===== src/rtl/command_source_arbiter.sv =====
// rtl/command_source_arbiter.sv - two-source, frame-atomic round-robin arbiter for the command byte input
module command_source_arbiter #(
    parameter int FRAME_TIMEOUT_CYCLES = 1000000
) (
    input  logic        clk,
    input  logic        reset_n,
    input  logic [7:0]  s0_byte,
    input  logic        s0_valid,
    input  logic        s0_last,
    output logic        s0_ready,
    input  logic [7:0]  s1_byte,
    input  logic        s1_valid,
    input  logic        s1_last,
    output logic        s1_ready,
    output logic [7:0]  ctrl_byte,
    output logic        ctrl_valid,
    input  logic        ctrl_next,
    output logic        grant,
    output logic        busy,
    output logic        abort,
    output logic        abort_src,
    output logic [15:0] bytes_fwd
);

    localparam int CW = (FRAME_TIMEOUT_CYCLES > 2) ? $clog2(FRAME_TIMEOUT_CYCLES) : 1;
    localparam logic [CW-1:0] TMO_LAST = CW'(FRAME_TIMEOUT_CYCLES - 1);

    typedef enum logic [1:0] {
        ST_IDLE      = 2'd0,
        ST_GRANTED   = 2'd1,
        ST_WAIT_NEXT = 2'd2
    } state_t;

    state_t        state_q;
    logic          last_granted_q;
    logic          last_flag_q;
    logic [CW-1:0] tmo_q;
    logic          s0_ready_q;
    logic          s1_ready_q;
    logic [7:0]    ctrl_byte_q;
    logic          ctrl_valid_q;
    logic          grant_q;
    logic          busy_q;
    logic          abort_q;
    logic          abort_src_q;
    logic [15:0]   bytes_fwd_q;

    logic          sel_valid;
    logic [7:0]    sel_byte;
    logic          sel_last;

    // Only the granted source is ever looked at while a frame is open.
    assign sel_valid = grant_q ? s1_valid : s0_valid;
    assign sel_byte  = grant_q ? s1_byte  : s0_byte;
    assign sel_last  = grant_q ? s1_last  : s0_last;

    always_ff @(posedge clk) begin
        if (!reset_n) begin
            state_q        <= ST_IDLE;
            last_granted_q <= 1'b1;
            last_flag_q    <= 1'b0;
            tmo_q          <= '0;
            s0_ready_q     <= 1'b0;
            s1_ready_q     <= 1'b0;
            ctrl_byte_q    <= 8'h00;
            ctrl_valid_q   <= 1'b0;
            grant_q        <= 1'b0;
            busy_q         <= 1'b0;
            abort_q        <= 1'b0;
            abort_src_q    <= 1'b0;
            bytes_fwd_q    <= 16'h0000;
        end else begin
            s0_ready_q <= 1'b0;
            s1_ready_q <= 1'b0;
            abort_q    <= 1'b0;
            case (state_q)
                ST_IDLE: begin
                    if (s0_valid || s1_valid) begin
                        grant_q <= (s0_valid && s1_valid) ? ~last_granted_q : s1_valid;
                        busy_q  <= 1'b1;
                        tmo_q   <= '0;
                        state_q <= ST_GRANTED;
                    end
                end
                ST_GRANTED: begin
                    if (sel_valid) begin
                        ctrl_byte_q  <= sel_byte;
                        last_flag_q  <= sel_last;
                        ctrl_valid_q <= 1'b1;
                        s0_ready_q   <= ~grant_q;
                        s1_ready_q   <= grant_q;
                        tmo_q        <= '0;
                        state_q      <= ST_WAIT_NEXT;
                    end else if (tmo_q == TMO_LAST) begin
                        abort_q        <= 1'b1;
                        abort_src_q    <= grant_q;
                        last_granted_q <= grant_q;
                        busy_q         <= 1'b0;
                        tmo_q          <= '0;
                        state_q        <= ST_IDLE;
                    end else begin
                        tmo_q <= tmo_q + CW'(1);
                    end
                end
                ST_WAIT_NEXT: begin
                    if (ctrl_next) begin
                        ctrl_valid_q <= 1'b0;
                        bytes_fwd_q  <= bytes_fwd_q + 16'd1;
                        if (last_flag_q) begin
                            last_granted_q <= grant_q;
                            busy_q         <= 1'b0;
                            state_q        <= ST_IDLE;
                        end else begin
                            state_q <= ST_GRANTED;
                        end
                    end
                end
                default: state_q <= ST_IDLE;
            endcase
        end
    end

    assign s0_ready   = s0_ready_q;
    assign s1_ready   = s1_ready_q;
    assign ctrl_byte  = ctrl_byte_q;
    assign ctrl_valid = ctrl_valid_q;
    assign grant      = grant_q;
    assign busy       = busy_q;
    assign abort      = abort_q;
    assign abort_src  = abort_src_q;
    assign bytes_fwd  = bytes_fwd_q;

endmodule


===== config.mk =====
export PLATFORM = sky130hd
export DESIGN_NAME = command_source_arbiter
export DESIGN_NICKNAME = d
export VERILOG_FILES = /design/src/rtl/command_source_arbiter.sv
export SDC_FILE = /design/constraint.sdc
export NUM_CORES = 1
export LEC_CHECK = 0
export CAP_MARGIN = 20
export CORE_UTILIZATION = 39
export DETAILED_ROUTE_END_ITERATION = 7
export SYNTH_ARGS = -nofsm -noshare
export SYNTH_HDL_FRONTEND = slang
export SYNTH_SLANG_ARGS = --single-unit

===== constraint.sdc =====
create_clock -name clk -period 2.94 [get_ports clk]
set_clock_uncertainty 0.2 [all_clocks]
set_input_delay 0.588 -clock clk [delete_from_list [all_inputs] [get_ports clk]]
set_output_delay 0.588 -clock clk [all_outputs]
set_load 0.03 [all_outputs]

==> results of run 1 <==
## area by class of cell
cell class                 count  area [um2]
clock buffer                   5       68.82
inverter                       8       30.03
clock inverter                 3       67.56
fill                         629        3023
multi-input combinational    222        1469
tap                           77       96.34
sequential                    55        1101
timing repair buffer          61       603.1
## synth_stat cells (all sizes together)
library cell	instances	area, um2
inv	8	30.03
or4	1	11.26
or3	5	31.28
a21boi	2	18.77
or2	1	6.260
nand3	13	65.06
or3b	1	8.760
o31ai	1	12.51
a221oi	1	15.01
nor3	12	65.06
xnor2	22	192.7
and4	2	18.77
clkbuf	9	35.03
nor2b	3	18.77
nand2	26	97.59
and2	4	25.02
nor3b	2	15.01
a32oi	1	8.760
mux2i	15	150.1
a211oi	9	67.56
nand2b	4	25.02
o21ai	7	35.03
a21oi	6	33.78
and3	5	31.28
ha	6	75.07
nand4	3	18.77
nand3b	1	7.510
buf	3	26.27
xor2	9	78.83
nor4	5	61.31
dfxtp	55	1101
nor2	54	250.2
a2111oi	1	15.01
## report_power, final
group	switching (uW)	internal (uW)	total [uW]
Combinational	376	296	671
Sequential	44.0	813	857
Clock	251	340	590
## cells in the final DEF, fill, tap and decap left out, drive strengths merged, types with 3 or more instances in the layout
cell and instances:
inv 8, nor3 12, mux2i 15, nand4 3, nor2 54, nor4 5
and3 5, nor2b 3, and2 4, nand2b 4, nand2 26, ha 6
clkdlybuf4s50 53, dfxtp 55, a211oi 9, o21ai 7, nand3 13, xnor2 22
or3 5, buf 8, xor2 9, a21oi 6, clkbuf 5
## state kept, by name, indices dropped and copies added (netlist names), 2 cells and up
| name | cells |
|---|---|
| state_q | 2 |
| tmo_q | 20 |
| bytes_fwd | 16 |
| ctrl_byte | 8 |
## path summary, 6_finish.rpt
| check | start | endpoint | slack (ps) |
|---|---|---|---|
| worst max register to register | state_q[0] | tmo_q[18] | 610 |
| worst min register to register | busy | busy | 270 |
| worst max-delay path | state_q[0] | tmo_q[18] | 610 |
| worst min-delay path | busy | busy | 270 |
## metrics by stage
stage	setup WS, ps	hold WS, ps	instance area, um2	power (uW)
floorplan	818.8	267.7	2653	1336
global placement	359.4	247.7	3299	1548
detailed placement	307.0	246.0	3299	1551
CTS	603.3	269.0	3436	2147
global route	381.3	319.3	3436	2244
finish	607.3	266.5	3436	2118
## cell families (layout without fill, tap and decap cells)
kind of cell	Yosys count	count (layout)	share of synthesized area
buf+inv	20	77	0.03443
fa+ha+maj	6	6	0.02830
flops	55	55	0.4151
mux	15	15	0.05660
simple gates	142	142	0.2854
xor+xnor	31	31	0.1024
compound gates	28	28	0.07782
## layer usage
| metal | wire, um | share of wire | vias to the layer above |
|---|---|---|---|
| met5 | 0 | 0 | - |
| met4 | 68 | 0.013 | 0 |
| met3 | 148 | 0.028 | 6 |
| met2 | 2421 | 0.45 | 33 |
| met1 | 2691 | 0.51 | 963 |
| li1 | - | - | 1121 |
## worst max-delay path, stage by stage, from the launching register on
cell	delay, ps
sky130_fd_sc_hd__dfxtp_1	390
sky130_fd_sc_hd__inv_1	80
sky130_fd_sc_hd__ha_1	270
sky130_fd_sc_hd__nor3b_1	170
sky130_fd_sc_hd__buf_4	160
sky130_fd_sc_hd__or3_1	430
sky130_fd_sc_hd__nor4_1	320
sky130_fd_sc_hd__xnor2_1	180
sky130_fd_sc_hd__nor2_2	40
==> Implementation_results.wiki, run 1 <==
{| class="wikitable"
! Metric !! Value
|-
| Final weighted congestion of routability-driven global placement || 0.7426
|-
| Detailed-route wire length per cell || 12.36 um
|-
| Overall global routing resource usage || 0.1602
|-
| Number of DRC violations after detailed-routing iteration 0 || 68
|-
| Nature of the critical path startpoint || register
|-
| Post-route ant nets || 0
|-
| Unique cell type count in the Yosys netlist || 41
|-
| Violated checks || design-rule violations
|-
| Run status || finished with violations
|-
| TritonCTS buffer count || 5
|-
| Final routed wirelength across all metal layers || 5.328 mm
|-
| Sequential cell area fraction in the yosys report || 0.4151
|-
| Post-route non-filler standard cell count || 431
|-
| Core area || 6459 um2
|-
| Buffers inserted by post-CTS timing repair || 0
|-
| Clk_lat worst skew || 310 ps
|-
| Most congested layer reported by global routing || met2
|-
| Antenna violations before repair || 0
|-
| Post-route DRC || 5
|-
| Via count of the first global-routing pass || 2028
|-
| Final Hold Viols || 0
|-
| CTS resizes || 0
|-
| Met3 global-route usage || 0.03147
|-
| N_diodes || 0
|-
| Netlist area before placement || 2653 um2
|-
| Total of endpoints with negative setup slack in the final report || 0
|-
| Worst supply voltage drop on vdd || 0.0003832 V
|-
| Synthesis Warnings || 0
|-
| Hold-critical path depth || 2
|-
| GR Util met2 || 0.2623
|-
| Number of detailed-route iterations in the first pass || 8
|-
| Total of buffers placed on input and output ports || 53
|-
| Biggest fanout along the worst timing path || 7
|-
| Setup repair after global routing missed its margin || false
|-
| Tightest Hold Check Type || register to register
|-
| Part of the cycle the worst path needs || 0.7934
|-
| Horizontal die dimension || 84.47 um
|-
| Crit end category || register
|-
| Pwr dens || 616.5 nW/um2
|-
| TritonCTS sink count || 55
|-
| DIE HEIGHT || 84.47 um
|-
| Clock root cell || sky130_fd_sc_hd__clkbuf_8
|-
| Floorplan row count || 29
|-
| Top-level port count || 54
|-
| Count of placed standard cells including taps || 423
|-
| Vias per cell || 4.926
|-
| Overflow left after global routing || 0
|-
| Pins over their slew limit || 0
|-
| Total number of vias || 2123
|-
| Max Clock Freq || 0.4287 GHz
|-
| Initial Util || 0.4107
|-
| Number of storage elements in the synthesis netlist || 55
|-
| Cell count after synthesis || 297
|-
| H-tree levels || 2
|-
| Hold-fix buffers, CTS || 0
|-
| Global routing met1 resource utilization || 0.2142
|-
| Final worst path period need || 2333 ps
|-
| TritonCTS clock tree || yes
|-
| Setup CP Type || register to register
|-
| Arrival time at the worst endpoint || 2340 ps
|-
| Largest net degree at the start of global routing || 22
|-
| Final design utilization || 0.5320
|-
| Tightest slew margin relative to the limit || 0.6954
|-
| Relative area change from synthesis to final layout || 29.53%
|-
| Clock-pin slew on the worst setup and hold paths || 100 ps
|-
| Maximum capacitance violations || 0
|-
| Leakage || 0.001120 uW
|-
| Overall die area || 7135 um2
|-
| NumNets Final || 382
|-
| Layout cell share with drive strength beyond 1 || 0.1328
|-
| Worst-Margin Slew || 453.4 ps
|-
| Worst reg2reg path depth || 8
|-
| Max Buffers Root-to-Sink || 2
|-
| Mean post-synth cell area || 8.931 um2
|-
| First-pass GRT wire length || 9.411 mm
|-
| Mapped Nets || 326
|-
| Post-detailed-placement half-perimeter wirelength || 3.929 mm
|-
| Final sum of negative setup slack || 0 ps
|-
| Req. time, crit path || 2950 ps
|}
No activity file was read; power rests on OpenSTA's default activity.
==> inputs of run 2 (changes only) <==
--- a/config.mk
+++ b/config.mk
@@ -8,6 +8,7 @@
 export CAP_MARGIN = 20
 export CORE_UTILIZATION = 39
 export DETAILED_ROUTE_END_ITERATION = 7
+export PLACE_DENSITY = 0.66
 export SYNTH_ARGS = -nofsm -noshare
 export SYNTH_HDL_FRONTEND = slang
 export SYNTH_SLANG_ARGS = --single-unit
==> constraint.sdc (replaced) <==
create_clock -name clk -period 1.9 [get_ports clk]
set_clock_uncertainty 0.2 [all_clocks]
set_input_delay 0.38 -clock clk [delete_from_list [all_inputs] [get_ports clk]]
set_output_delay 0.38 -clock clk [all_outputs]
set_load 0.03 [all_outputs]
==> Implementation_results.wiki, run 2 (same netlist as run 1, synthesis figures left out) <==
{| class="wikitable"
! Metric !! Value
|-
| H-tree levels || 2
|-
| Part of the cycle the worst path needs || 1.108
|-
| Initial Util || 0.4107
|-
| Pwr Total || 3214 uW
|-
| Maximum capacitance violations || 0
|-
| Pins over their slew limit || 0
|-
| Final Worst Setup Slack || -204.6 ps
|-
| Overflow left after global routing || 0
|-
| Max Clock Freq || 0.4751 GHz
|-
| Worst reg2reg path depth || 6
|-
| Final routed wirelength across all metal layers || 5.733 mm
|-
| Relative area change from synthesis to final layout || 42.92%
|-
| Count of placed standard cells including taps || 462
|-
| Clk_lat worst skew || 300 ps
|-
| Via count of the first global-routing pass || 2142
|-
| Violated checks || design-rule violations, negative setup slack
|-
| Number of detailed-route iterations in the first pass || 8
|-
| Slack of the worst reg-to-reg path || -200 ps
|-
| Number of flip-flops under the largest register name || 20
|-
| Pwr dens || 847.9 nW/um2
|-
| Setup repair after global routing missed its margin || true
|-
| Layout cell share with drive strength beyond 1 || 0.2684
|-
| Area occupied by registers || 1104 um2
|-
| Leakage || 0.001510 uW
|-
| First-pass GRT wire length || 9.459 mm
|-
| Hold-fix buffers, CTS || 0
|-
| Total of buffers placed on input and output ports || 53
|-
| Post-route ant nets || 0
|-
| Setup CP Type || register to register
|-
| Floorplan row count || 29
|-
| Clock root cell || sky130_fd_sc_hd__clkbuf_8
|-
| Max Buffers Root-to-Sink || 2
|-
| Top register by number of flip-flops || tmo_q
|-
| Final Hold Viols || 0
|-
| Run status || finished with violations
|-
| Top-level port count || 54
|-
| Hold Crit Endpoint || busy
|-
| N_diodes || 0
|-
| Nature of the critical path startpoint || register
|-
| Destination of the worst register-to-register timing path || tmo_q[7]
|-
| Hold wc startpoint || busy
|-
| Antenna violations before repair || 0
|-
| Post-route non-filler standard cell count || 472
|-
| Core area || 6459 um2
|-
| Fillers || 605
|-
| Final worst path period need || 2105 ps
|-
| Overall global routing resource usage || 0.1597
|-
| Clock-pin slew on the worst setup and hold paths || 90 ps
|-
| R2R Path Start || tmo_q[13]
|-
| Vias per cell || 4.903
|-
| Hold-critical path depth || 2
|-
| TritonCTS buffer count || 5
|-
| Worst setup path start || tmo_q[13]
|-
| Req. time, crit path || 1890 ps
|-
| Pre-CTS setup slack || -376.1 ps
|-
| Total number of vias || 2314
|-
| Worst-Margin Slew || 395.5 ps
|-
| Overall die area || 7135 um2
|-
| DIE HEIGHT || 84.47 um
|-
| Tightest Hold Check Type || register to register
|-
| Multi-input combinational cell area || 1563 um2
|-
| Commonest cells after routing, fill and taps aside || 53 x sky130_fd_sc_hd__dfxtp_1, 45 x sky130_fd_sc_hd__buf_4, 35 x sky130_fd_sc_hd__nor2_1, 27 x sky130_fd_sc_hd__dlygate4sd2_1, 26 x sky130_fd_sc_hd__nand2_1
|-
| Final design utilization || 0.5870
|-
| Largest net degree at the start of global routing || 21
|-
| Total of endpoints with negative setup slack in the final report || 24
|-
| Worst supply voltage drop on vdd || 0.0005864 V
|-
| Horizontal die dimension || 84.47 um
|-
| TritonCTS clock tree || yes
|-
| Crit end category || register
|-
| Post-route DRC || 2
|-
| TritonCTS sink count || 55
|-
| Biggest fanout along the worst timing path || 20
|-
| Post-detailed-placement half-perimeter wirelength || 4.165 mm
|-
| Arrival time at the worst endpoint || 2100 ps
|-
| Number of DRC violations after detailed-routing iteration 0 || 84
|-
| Commonest non-fill, non-tap cell in the layout || sky130_fd_sc_hd__dfxtp_1
|-
| Tightest slew margin relative to the limit || 0.7358
|-
| NumNets Final || 424
|-
| Final weighted congestion of routability-driven global placement || 0.7932
|-
| Detailed-route wire length per cell || 12.15 um
|}
run 2: cell types whose count changed in the layout (fill, tap and decap cells not counted), sizes merged:
cell and change:
dlymetal6s2s +3, buf +43, clkinvlp -1, clkinv +1, dlygate4sd2 +27, clkdlybuf4s50 -31, clkbuf +1, bufinv -2
run 2: layout make-up:
class / instances / share of cell area
Sequential cell: 55 / 0.2911
Clock inverter: 1 / 0.001320
Multi-Input combinational cell: 222 / 0.4122
Clock buffer: 6 / 0.02178
Timing Repair Buffer: 103 / 0.2403
Inverter: 8 / 0.007921
Tap cell: 77 / 0.02541
run 2: worst max-delay path by stage:
stage	to	slack [ps]
3_3_place_gp	tmo_q[1]	-290
4_1_cts	tmo_q[7]	-240
5_1_grt	state_q[0]	-280
6_report	tmo_q[7]	-200
3_5_place_dp	tmo_q[7]	-380
2_1_floorplan	tmo_q[1]	-120
run 2: power by group:
part | internal (uW) | switching, uW
registers | 1260 | 53.8
logic | 581 | 669
clock network | 287 | 363
total | 2130 | 1090
run 2: worst max-delay path, stage by stage, from the launching register on:
cell and delay, ps:
sky130_fd_sc_hd__dfxtp_2 330, sky130_fd_sc_hd__or4_4 540, sky130_fd_sc_hd__nor4_4 260, sky130_fd_sc_hd__a21boi_2 130, sky130_fd_sc_hd__o31ai_4 270, sky130_fd_sc_hd__buf_12 220, sky130_fd_sc_hd__nor2_2 50
run 2: metrics by stage:
step / setup TNS (ps) / instance area, um2 / hold slack (ps)
6_report: -4650 / 3791 / 277.7
3_5_place_dp: -11390 / 3641 / 271.6
5_1_grt: -6426 / 3791 / 318.0
2_1_floorplan: -2636 / 2703 / 261.1
3_3_place_gp: -9450 / 3641 / 251.0
4_1_cts: -5321 / 3712 / 284.7
run 2: timing repair:
| item | 4_1_cts | 5_1_grt |
|---|---|---|
| pin swaps | 2 | 2 |
| cloned | 0 | 1 |
| endpoints found under the setup margin | 55 | 43 |
| setup buffers | 0 | 2 |
| resized for setup | 30 | 14 |
run 2: layer usage:
metal	vias up	GRT usage	wire, um
met2	64	0.2720	2734
met3	2	0.03736	292
met5	-	0	0
met1	1049	0.2116	2687
met4	0	0.02311	19
li1	1199	-	-
